<file path="config.mk">
export PLATFORM = sky130hd
export DESIGN_NAME = sevenseg_scan_ctrl_flat
export DESIGN_NICKNAME = d
export VERILOG_FILES = /design/src/rtl/sevenseg_scan_ctrl_if.sv /design/src/rtl/sevenseg_scan_ctrl.sv /design/src/flat_wrapper.sv
export SDC_FILE = /design/constraint.sdc
export NUM_CORES = 1
export LEC_CHECK = 0
export ABC_AREA = 1
export BUFFER_PORTS_ARGS = -buffer_cell sky130_fd_sc_hd__buf_2
export CORE_ASPECT_RATIO = 0.9
export CORE_UTILIZATION = 30
export DETAILED_ROUTE_END_ITERATION = 16
export PLACE_DENSITY = 0.53
export SYNTH_ARGS = -nofsm -noshare
export SYNTH_HDL_FRONTEND = slang
export SYNTH_SLANG_ARGS = --single-unit
</file>
<file path="constraint.sdc">
create_clock -name clk -period 2.96 [get_ports clk]
set_clock_uncertainty 0.15 [all_clocks]
set_input_delay 0 -clock clk [delete_from_list [all_inputs] [get_ports clk]]
set_output_delay 0 -clock clk [all_outputs]
set_load 0.1 [all_outputs]
</file>
<file path="src/rtl/sevenseg_scan_ctrl_if.sv">
// sevenseg_scan_ctrl_if: value/handshake and display-side signals of the 7-seg scan controller
interface sevenseg_scan_ctrl_if #(
  parameter int N_DIGITS = 8
);
  logic [4*N_DIGITS-1:0] bcd_in;
  logic [N_DIGITS-1:0]   dp_in;
  logic                  load;
  logic                  load_ack;
  logic [3:0]            bcd_sel;
  logic [6:0]            seg_from_dec;
  logic [6:0]            segments_n;
  logic                  dp_n;
  logic [N_DIGITS-1:0]   anodes_n;
  logic                  frame_done;
  modport master (
    output bcd_in, dp_in, load, seg_from_dec,
    input  load_ack, bcd_sel, segments_n, dp_n, anodes_n, frame_done
  );
  modport slave (
    input  bcd_in, dp_in, load, seg_from_dec,
    output load_ack, bcd_sel, segments_n, dp_n, anodes_n, frame_done
  );
endinterface

</file>
<file path="src/rtl/sevenseg_scan_ctrl.sv">
// sevenseg_scan_ctrl: N-digit common-anode 7-seg scanner sharing one decoder, frame-aligned double buffer
module sevenseg_scan_ctrl #(
  parameter int N_DIGITS    = 8,
  parameter int REFRESH_DIV = 100000,
  parameter int GUARD       = 4,
  parameter bit BLANK_LZ    = 1'b1
) (
  input logic                 clk,
  input logic                 reset,
  sevenseg_scan_ctrl_if.slave bus
);
  localparam int PW = $clog2(REFRESH_DIV);
  localparam int IW = $clog2(N_DIGITS);
  localparam logic [N_DIGITS-1:0] ONE = N_DIGITS'(1);
  typedef enum logic {S_GUARD, S_DRIVE} state_t;
  state_t                r_state, w_state_nxt;
  logic [PW-1:0]         r_presc, w_presc_nxt;
  logic [IW-1:0]         r_idx, w_idx_nxt;
  logic [4*N_DIGITS-1:0] r_bcd, w_bcd_nxt;
  logic [N_DIGITS-1:0]   r_dp, w_dp_nxt;
  logic [3:0]            r_bcd_sel, w_bcd_sel_nxt;
  logic                  r_invalid, w_invalid_nxt;
  logic                  r_blank, w_blank_nxt;
  logic [N_DIGITS-1:0]   r_anodes_n, w_anodes_nxt;
  logic                  r_dp_n, w_dp_n_nxt;
  logic                  r_load_ack, r_frame_done;
  logic                  w_term, w_last, w_boundary, w_take;
  // State register plus registered display drive; all outputs except segments_n come from here
  always_ff @(posedge clk) begin
    if (!reset) begin
      r_state      <= S_GUARD;
      r_presc      <= '0;
      r_idx        <= '0;
      r_bcd        <= '0;
      r_dp         <= '0;
      r_bcd_sel    <= '0;
      r_invalid    <= 1'b0;
      r_blank      <= 1'b0;
      r_anodes_n   <= '1;
      r_dp_n       <= 1'b1;
      r_load_ack   <= 1'b0;
      r_frame_done <= 1'b0;
    end else begin
      r_state      <= w_state_nxt;
      r_presc      <= w_presc_nxt;
      r_idx        <= w_idx_nxt;
      r_bcd        <= w_bcd_nxt;
      r_dp         <= w_dp_nxt;
      r_bcd_sel    <= w_bcd_sel_nxt;
      r_invalid    <= w_invalid_nxt;
      r_blank      <= w_blank_nxt;
      r_anodes_n   <= w_anodes_nxt;
      r_dp_n       <= w_dp_n_nxt;
      r_load_ack   <= w_take;
      r_frame_done <= w_boundary;
    end
  end
  // Next slot position, boundary capture, and the flags the display needs for the upcoming cycle
  always_comb begin
    w_term        = r_presc == PW'(REFRESH_DIV - 1);
    w_last        = r_idx == IW'(N_DIGITS - 1);
    w_boundary    = w_term && w_last;
    w_take        = w_boundary && bus.load;
    w_presc_nxt   = w_term ? '0 : r_presc + 1'b1;
    w_idx_nxt     = w_term ? (w_last ? '0 : r_idx + 1'b1) : r_idx;
    w_state_nxt   = w_presc_nxt >= PW'(GUARD) ? S_DRIVE : S_GUARD;
    w_bcd_nxt     = w_take ? bus.bcd_in : r_bcd;
    w_dp_nxt      = w_take ? bus.dp_in : r_dp;
    w_bcd_sel_nxt = w_bcd_nxt[{w_idx_nxt, 2'b00} +: 4];
    w_invalid_nxt = w_bcd_sel_nxt > 4'd9;
    w_blank_nxt   = BLANK_LZ && w_idx_nxt != '0 && (w_bcd_nxt >> {w_idx_nxt, 2'b00}) == '0;
    w_anodes_nxt  = w_state_nxt == S_DRIVE ? ~(ONE << w_idx_nxt) : '1;
    w_dp_n_nxt    = !(w_state_nxt == S_DRIVE && w_dp_nxt[w_idx_nxt]);
  end
  assign bus.segments_n = (r_state == S_GUARD || r_blank) ? 7'h7F :
                          (r_invalid ? 7'b1111110 : ~bus.seg_from_dec);
  assign bus.bcd_sel    = r_bcd_sel;
  assign bus.anodes_n   = r_anodes_n;
  assign bus.dp_n       = r_dp_n;
  assign bus.load_ack   = r_load_ack;
  assign bus.frame_done = r_frame_done;
endmodule

</file>
<file path="src/flat_wrapper.sv">
// flat-port wrapper written by rule: the top's interface ports become plain ports
module sevenseg_scan_ctrl_flat 
#(
  parameter int N_DIGITS    = 8,
  parameter int REFRESH_DIV = 100000,
  parameter int GUARD       = 4,
  parameter bit BLANK_LZ    = 1'b1
)
  (clk, reset, bus_bcd_in, bus_dp_in, bus_load, bus_seg_from_dec, bus_load_ack, bus_bcd_sel, bus_segments_n, bus_dp_n, bus_anodes_n, bus_frame_done);
  sevenseg_scan_ctrl_if #(.N_DIGITS(N_DIGITS)) bus_i ();
  input logic clk;
  input logic reset;
  input wire logic [$bits(bus_i.bcd_in)-1:0] bus_bcd_in;
  input wire logic [$bits(bus_i.dp_in)-1:0] bus_dp_in;
  input wire logic [$bits(bus_i.load)-1:0] bus_load;
  input wire logic [$bits(bus_i.seg_from_dec)-1:0] bus_seg_from_dec;
  output wire logic [$bits(bus_i.load_ack)-1:0] bus_load_ack;
  output wire logic [$bits(bus_i.bcd_sel)-1:0] bus_bcd_sel;
  output wire logic [$bits(bus_i.segments_n)-1:0] bus_segments_n;
  output wire logic [$bits(bus_i.dp_n)-1:0] bus_dp_n;
  output wire logic [$bits(bus_i.anodes_n)-1:0] bus_anodes_n;
  output wire logic [$bits(bus_i.frame_done)-1:0] bus_frame_done;
  assign bus_i.bcd_in = bus_bcd_in;
  assign bus_i.dp_in = bus_dp_in;
  assign bus_i.load = bus_load;
  assign bus_i.seg_from_dec = bus_seg_from_dec;
  assign bus_load_ack = bus_i.load_ack;
  assign bus_bcd_sel = bus_i.bcd_sel;
  assign bus_segments_n = bus_i.segments_n;
  assign bus_dp_n = bus_i.dp_n;
  assign bus_anodes_n = bus_i.anodes_n;
  assign bus_frame_done = bus_i.frame_done;
  sevenseg_scan_ctrl #(.N_DIGITS(N_DIGITS), .REFRESH_DIV(REFRESH_DIV), .GUARD(GUARD), .BLANK_LZ(BLANK_LZ)) u_core (.clk(clk), .reset(reset), .bus(bus_i));
endmodule
</file>
==> flow_summary.toml, run 1 <==
[timing]
final_setup_fails = 0
timing.setup.tns_ns = 0
slew-limit-headroom_pct = 63.1
timing.final.hold_violations = 0
final_min_period_over_clock_period_pct = 91.3
max_freq_mhz = 370
max_slew.worst_pin.slew_ns = 0.549
final-max-slew-violation-count = 0
min_period_ns = 2.70

[clocking]
cts_tree = "yes"
cts_max_path_buffers = 2
numClockSinks = 78
clock_tree.root_cell = "clkbuf_16"
clock_tree.htree_level_count = 3
worst_setup_hold_path_clk_slew_ns = 0.06
clk_latency_ns = 0.35
cts_made_buffers = 9

[power_and_ir_drop]
power.sequential.fraction_pct = 46.8
power_density_nw_per_um2 = 420
peakVddDrop_mv = 0.266
static-leakage-power_nw = 2.57
p_switching_uw = 544
power.internal_mw = 1.72
netSwitchingFraction_pct = 24.0
power.combinational.fraction_pct = 7.2
clock_power_share_pct = 46.0

[global_route]
grt_start_max_net_pins = 44
globalRouteTotalUtil_pct = 16.9
antenna_violations_before_repair = 0
grt_pass1_vias = 3971
grt_pass1_wl_mm = 18.9
global_route.overflow_total = 0

[detailed_routing]
highest_layer = "met4"
wl_met2_mm = 5.06
wl_met1_mm = 5.65
drt-vias-per-instance = 4.59
met3_wirelength_um = 543
post_drt_wl_per_cell_um = 12.4
ant_nets = 0
routed-via-count = 4227
drcViolationCount = 0
detailedRoute.firstIterationViolations = 244
detailed_route_wl_mm = 11.4
drt_first_pass_iters = 8

[floorplan]
initial_core_util_pct = 30.9
io_pins = 72
fp.dieH_um = 114
std_cell_rows = 40
die_width_um = 126
placeableCoreArea_um2 = 13500
die_footprint_um2 = 14400

[finish]
insertedDiodeCount = 0
final-seq-area_um2 = 1560
layout-area-overhead-vs-synth_pct = 29.4
final_layout_size_suffix_gt1_share_pct = 19.1
design.final.nets = 800
num-fill-cells = 1423
multi_input_area_um2 = 2160
final_area_um2 = 5390

[worst_setup_path]
critical-path-top-cell-by-count = "nand2_1"
worst-r2r-cell-count = 14
worstSetupStartpointType = "flop"
crit_path_max_incr_delay_ns = 0.33
worst_ep_required_time_ns = 3.06
cp_max_fo = 26
crit_slowest_cell = "dfxtp_1"
critical_path.endpoint_type = "flop"
crit_path_cell_trace = "ha_1, ha_1, inv_1, nand2_1, nand3_1, nand2_8, inv_8, nand2_2, or2_1, nand3_1, nand2_1, o21ai_1, nand2_1, a21oi_1"
critical_path_class = "reg -> reg"
arrival_time_of_the_worst_setup_path_ns = 2.81

[flow_run]
max_cap_viols = 0

[synth]
syn-cell-area_um2 = 4160
synth_top_area_share_pct = 37.5
postSynthNetCount = 687
netlist_top_cells_area = "dfxtp_1 (38%), nand2_1 (16%), nor2_1 (8.9%), nand3_1 (7.6%), inv_1 (6.4%)"
synth_cell_type_count = 39
synth.yosys.seq_area_share_pct = 37.5
top_cell_type_by_total_area_after_synthesis = "dfxtp_1"
post_synth_inst_count = 634
yosys_register_bits = 78
post_synth.cell_area_avg_um2 = 6.57
yosysWarnings = 0

[place]
place_congestion = 0.882
post_dp_cell_area_um2 = 4640
dp.final_hpwl_mm = 8.62
placement.io_buffers = 71

[status]
run_status = "complete, no violations"

[min_path]
hold_path_depth = 3
worstHoldPathType = "in -> out"
## power by group through the flow
stage | registers, mW | logic [mW] | clock network [mW]
6_report | 1.06 | 0.162 | 1.04
5_1_grt | 1.06 | 0.176 | 1.11
4_1_cts | 1.06 | 0.164 | 1.07
3_5_place_dp | 1.08 | 0.121 | 0
3_3_place_gp | 1.08 | 0.120 | 0
2_1_floorplan | 1.09 | 0.0604 | 0
## critical path: cells and delay by family (launching register included)
kind | cells | cell delay (ns)
compound gates | 2 | 0.27
fa+ha+maj | 2 | 0.49
buf+inv | 2 | 0.34
flops | 1 | 0.33
simple gates | 8 | 1.03
## logic make-up (layout without fill, tap and decap cells)
| kind of cell | after synthesis | in the layout | synth area share (%) |
|---|---|---|---|
| fa+ha+maj | 3 | 3 | 0.902 |
| xor+xnor | 3 | 3 | 0.631 |
| compound gates | 49 | 49 | 6.94 |
| flops | 78 | 78 | 37.5 |
| simple gates | 394 | 394 | 42.0 |
| buf+inv | 103 | 221 | 11.0 |
| mux | 4 | 4 | 0.962 |
## layer usage
| layer | up-vias | GRT usage, % |
|---|---|---|
| li1 | 2223 | - |
| met1 | 1890 | 22.9 |
| met2 | 99 | 26.3 |
| met3 | 15 | 3.89 |
| met4 | 0 | 6.02 |
| met5 | - | 0 |
## registers in the layout (all words and copies together), names as in the netlist
name and flops:
u_core.r_blank 1, u_core.r_dp 8, u_core.bus.frame_done 1, u_core.r_invalid 1, u_core.r_state 1, u_core.r_bcd 32
u_core.bus.bcd_sel 4, u_core.r_presc 17, u_core.bus.anodes_n 8, u_core.bus.dp_n 1, u_core.r_idx 3, u_core.bus.load_ack 1
## timing repair
action	in CTS	in global routing
setup endpoints to repair	0	9
hold endpoints to repair	45	0
hold buffers	42	0
resized for setup	0	8
buffers inserted	0	3
## synthesized netlist by cell type (all sizes together)
master	number
mux2i	4
and2	4
o21bai	1
inv	81
o31ai	1
nor4	1
nand3	67
nor2	108
a21oi	10
xor2	3
o211ai	2
buf	15
ha	3
o21ai	34
or2	3
dfxtp	78
clkbuf	7
nand2	187
o221ai	1
nand4	15
nor3	9
## final cells by class
cell class | count | area share, %
Clock buffer | 11 | 4.51
Clock inverter | 5 | 0.627
Inverter | 81 | 5.78
Multi-Input combinational cell | 453 | 40.2
Sequential cell | 78 | 29.0
Tap cell | 168 | 3.90
Timing Repair Buffer | 124 | 16.0
## stage by stage
step	hold WS [ns]	power, mW	setup slack, ns	utilization, %	instances
2_1_floorplan	-0.0334	1.15	0.404	-	634
3_3_place_gp	0.136	1.20	0.155	34.4	859
3_5_place_dp	0.130	1.20	0.110	34.4	859
4_1_cts	0.243	2.29	0.0827	39.6	917
5_1_grt	0.248	2.34	-0.00726	40.0	920
6_report	0.243	2.26	0.257	40.0	920
## path summary, 6_finish.rpt
check,to,from,slack [ns]
setup / recovery,u_core.r_invalid$_SDFF_PN0_,u_core.r_idx[1]$_SDFF_PN0_,0.26
setup reg to reg,u_core.r_invalid$_SDFF_PN0_,u_core.r_idx[1]$_SDFF_PN0_,0.26
hold / removal,bus_segments_n[1],bus_seg_from_dec[1],0.24
hold reg to reg,u_core.r_presc[0]$_SDFF_PN0_,u_core.r_presc[0]$_SDFF_PN0_,0.31
## cell usage in the layout (no fill, tap or decap), types with 11 or more instances in the layout
master         synthesis  layout
buf_2                  5      71
nand3_1               63      62
nand2_1              181     181
nand4_1               14      14
dfxtp_1               78      78
nor2_1                99      96
dlygate4sd3_1          0      42
o21ai_1               17      17
inv_1                 71      70
o21ai_0               11      11
(Power assumes the default switching activity.)
==> run 2, diff against run 1 <==
--- a/config.mk
+++ b/config.mk
@@ -8,9 +8,9 @@
 export ABC_AREA = 1
 export BUFFER_PORTS_ARGS = -buffer_cell sky130_fd_sc_hd__buf_2
 export CORE_ASPECT_RATIO = 0.9
-export CORE_UTILIZATION = 30
+export CORE_UTILIZATION = 56
 export DETAILED_ROUTE_END_ITERATION = 16
-export PLACE_DENSITY = 0.53
+export PLACE_DENSITY = 0.85
 export SYNTH_ARGS = -nofsm -noshare
 export SYNTH_HDL_FRONTEND = slang
 export SYNTH_SLANG_ARGS = --single-unit
==> run 2 against run 1 <==
Effect of this change: die area is 46% lower; first-iteration DRC count is 53% higher; final cell count is 8.4% lower; critical endpoint is now u_core.r_blank$_SDFF_PN0_; routed wire length is 1.6% higher; combinational power is 2% higher; clock power is 28% lower; register-to-register slack worse by 0.04 ns; via count is 6.3% higher; clock-buffer cell count is 2 lower; utilization is 33 points higher; cell area is 3.3% lower.
==> flow_summary.toml, run 2 (synthesized netlist as in run 1, its figures left out) <==
[detailed_routing]
drcViolationCount = 0
met3_wirelength_um = 844
routed-via-count = 4492
post_drt_wl_per_cell_um = 13.8
detailed_route_wl_mm = 11.6
wl_met2_mm = 5.52
drt-vias-per-instance = 5.33
ant_nets = 0
wl_met1_mm = 5.07
detailedRoute.firstIterationViolations = 374
highest_layer = "met4"
drt_first_pass_iters = 5

[place]
dp.final_hpwl_mm = 7.83
placement.io_buffers = 71
placedCellCount = 781
place_congestion = 0.882

[worst_setup_path]
critical-path-top-delay-family = "simple AND/OR/NAND/NOR gates"
worstSetupStartpointType = "flop"
crit_path_cell_trace = "ha_1, ha_1, inv_1, nand2_1, nand3_1, nand2_8, inv_8, nand3_1, nand2_1, nand2_1, nand3_1, nand2_1, nand2_1, nor2_1, nand3_1, a21oi_2"
arrival_time_of_the_worst_setup_path_ns = 2.90
critical_path_class = "reg -> reg"
cp_max_fo = 26
worst_ep_required_time_ns = 3.11
crit_buf_inv = 2
crit_path_max_incr_delay_ns = 0.38
critical-path-top-cell-by-count = "nand2_1"
critical_path.endpoint_type = "flop"
crit_slowest_cell = "dfxtp_1"

[global_route]
grt_start_max_net_pins = 49
grt_pass1_wl_mm = 19.2
global_route.overflow_total = 0
globalRouteTotalUtil_pct = 30.7
antenna_violations_before_repair = 0
grt_pass1_vias = 4201

[finish]
fin_cells = 843
max_ffs_per_register = 32
most_frequent_standard_cell_in_the_layout_excluding_fill_and_tap_cells = "nand2_1"
final_layout_size_suffix_gt1_share_pct = 19.5
registers.top_by_ff_count = "u_core.r_bcd"
final_util_pct = 73.3
biggestRegsByFlops = "u_core.r_bcd (32), u_core.r_presc (17)"
insertedDiodeCount = 0
design.final.nets = 798
layout_common_cells = "nand2_1 (181), nor2_1 (98), dfxtp_1 (78)"
layout-area-overhead-vs-synth_pct = 25.2

[timing]
timing.final.hold_violations = 0
max_slew.worst_pin.slew_ns = 0.759
final_min_period_over_clock_period_pct = 92.7
slew-limit-headroom_pct = 49.3
final-max-slew-violation-count = 0
final_setup_fails = 0
min_period_ns = 2.75
finalHoldWorstSlack_ns = 0.246
max_freq_mhz = 364

[floorplan]
std_cell_rows = 29
initial_core_util_pct = 58.6
io_pins = 72
die_footprint_um2 = 7790
die_width_um = 92.9
fp.dieH_um = 83.8
placeableCoreArea_um2 = 7110

[clocking]
cts_made_buffers = 9
clk_latency_ns = 0.36
cts_tree = "yes"
worst_setup_hold_path_clk_slew_ns = 0.08
clock_tree.root_cell = "clkbuf_8"
clock_tree.htree_level_count = 3
cts_max_path_buffers = 2
numClockSinks = 78

[status]
run_status = "complete, no violations"

[power_and_ir_drop]
static-leakage-power_nw = 2.52
peakVddDrop_mv = 0.376
power_density_nw_per_um2 = 379

[min_path]
worstHoldPathType = "in -> out"

[flow_run]
max_cap_viols = 0
[run 2: worst register-to-register path, stage by stage, from the launching register on]
cell and delay (ns):
dfxtp_1 0.38, ha_1 0.18, ha_1 0.36, inv_1 0.16, nand2_1 0.09, nand3_1 0.18
nand2_8 0.27, inv_8 0.10, nand3_1 0.09, nand2_1 0.11, nand2_1 0.08, nand3_1 0.07
nand2_1 0.10, nand2_1 0.06, nor2_1 0.12, nand3_1 0.09, a21oi_2 0.10
[run 2: worst paths after layout]
check	from	to	slack, ns	cells after the start
worst max-delay path	u_core.r_idx[1]$_SDFF_PN0_	u_core.r_blank$_SDFF_PN0_	0.21	16
worst min register to register	u_core.r_dp[4]$_SDFF_PN0_	u_core.r_dp[4]$_SDFF_PN0_	0.33	2
worst min-delay path	bus_seg_from_dec[6]	bus_segments_n[6]	0.25	3
worst max register to register	u_core.r_idx[1]$_SDFF_PN0_	u_core.r_blank$_SDFF_PN0_	0.21	16
[run 2: metrics by stage]
stage | total power, mW | setup slack [ns] | cell area, um2 | TNS, ns
after CTS | 1.98 | 0.0844 | 5120 | 0
after global routing | 2.03 | -0.00176 | 5210 | -0.00176
after global placement | 1.20 | 0.197 | 4520 | 0
after detailed placement | 1.20 | 0.114 | 4520 | 0
after floorplan | 1.15 | 0.404 | 4160 | 0
final | 1.97 | 0.215 | 5210 | 0
[run 2: area by class of cell]
| cell class | instances | area (um2) |
|---|---|---|
| Clock buffer | 9 | 124 |
| Clock inverter | 7 | 55.1 |
| Fill cell | 594 | 1900 |
| Inverter | 81 | 312 |
| Multi-Input combinational cell | 453 | 2200 |
| Sequential cell | 78 | 1560 |
| Tap cell | 93 | 116 |
| Timing Repair Buffer | 122 | 847 |
[run 2: power by group]
part | internal (mW) | switching, mW | total, mW
Clock | 0.314 | 0.436 | 0.750
Sequential | 1.05 | 0.00495 | 1.06
Combinational | 0.0719 | 0.0941 | 0.166
Total | 1.44 | 0.535 | 1.97
[run 2: routing by layer]
metal,global-route usage (%),up-vias
met5,0,-
met4,8.95,0
met3,6.10,27
met2,51.3,202
met1,40.1,2044
li1,-,2219
[run 2: timing repair]
item	CTS	global route
endpoints found under the setup margin	0	3
setup buffers	0	4
endpoints found under the hold margin	46	0
gates resized for setup	0	14
hold buffers	42	0
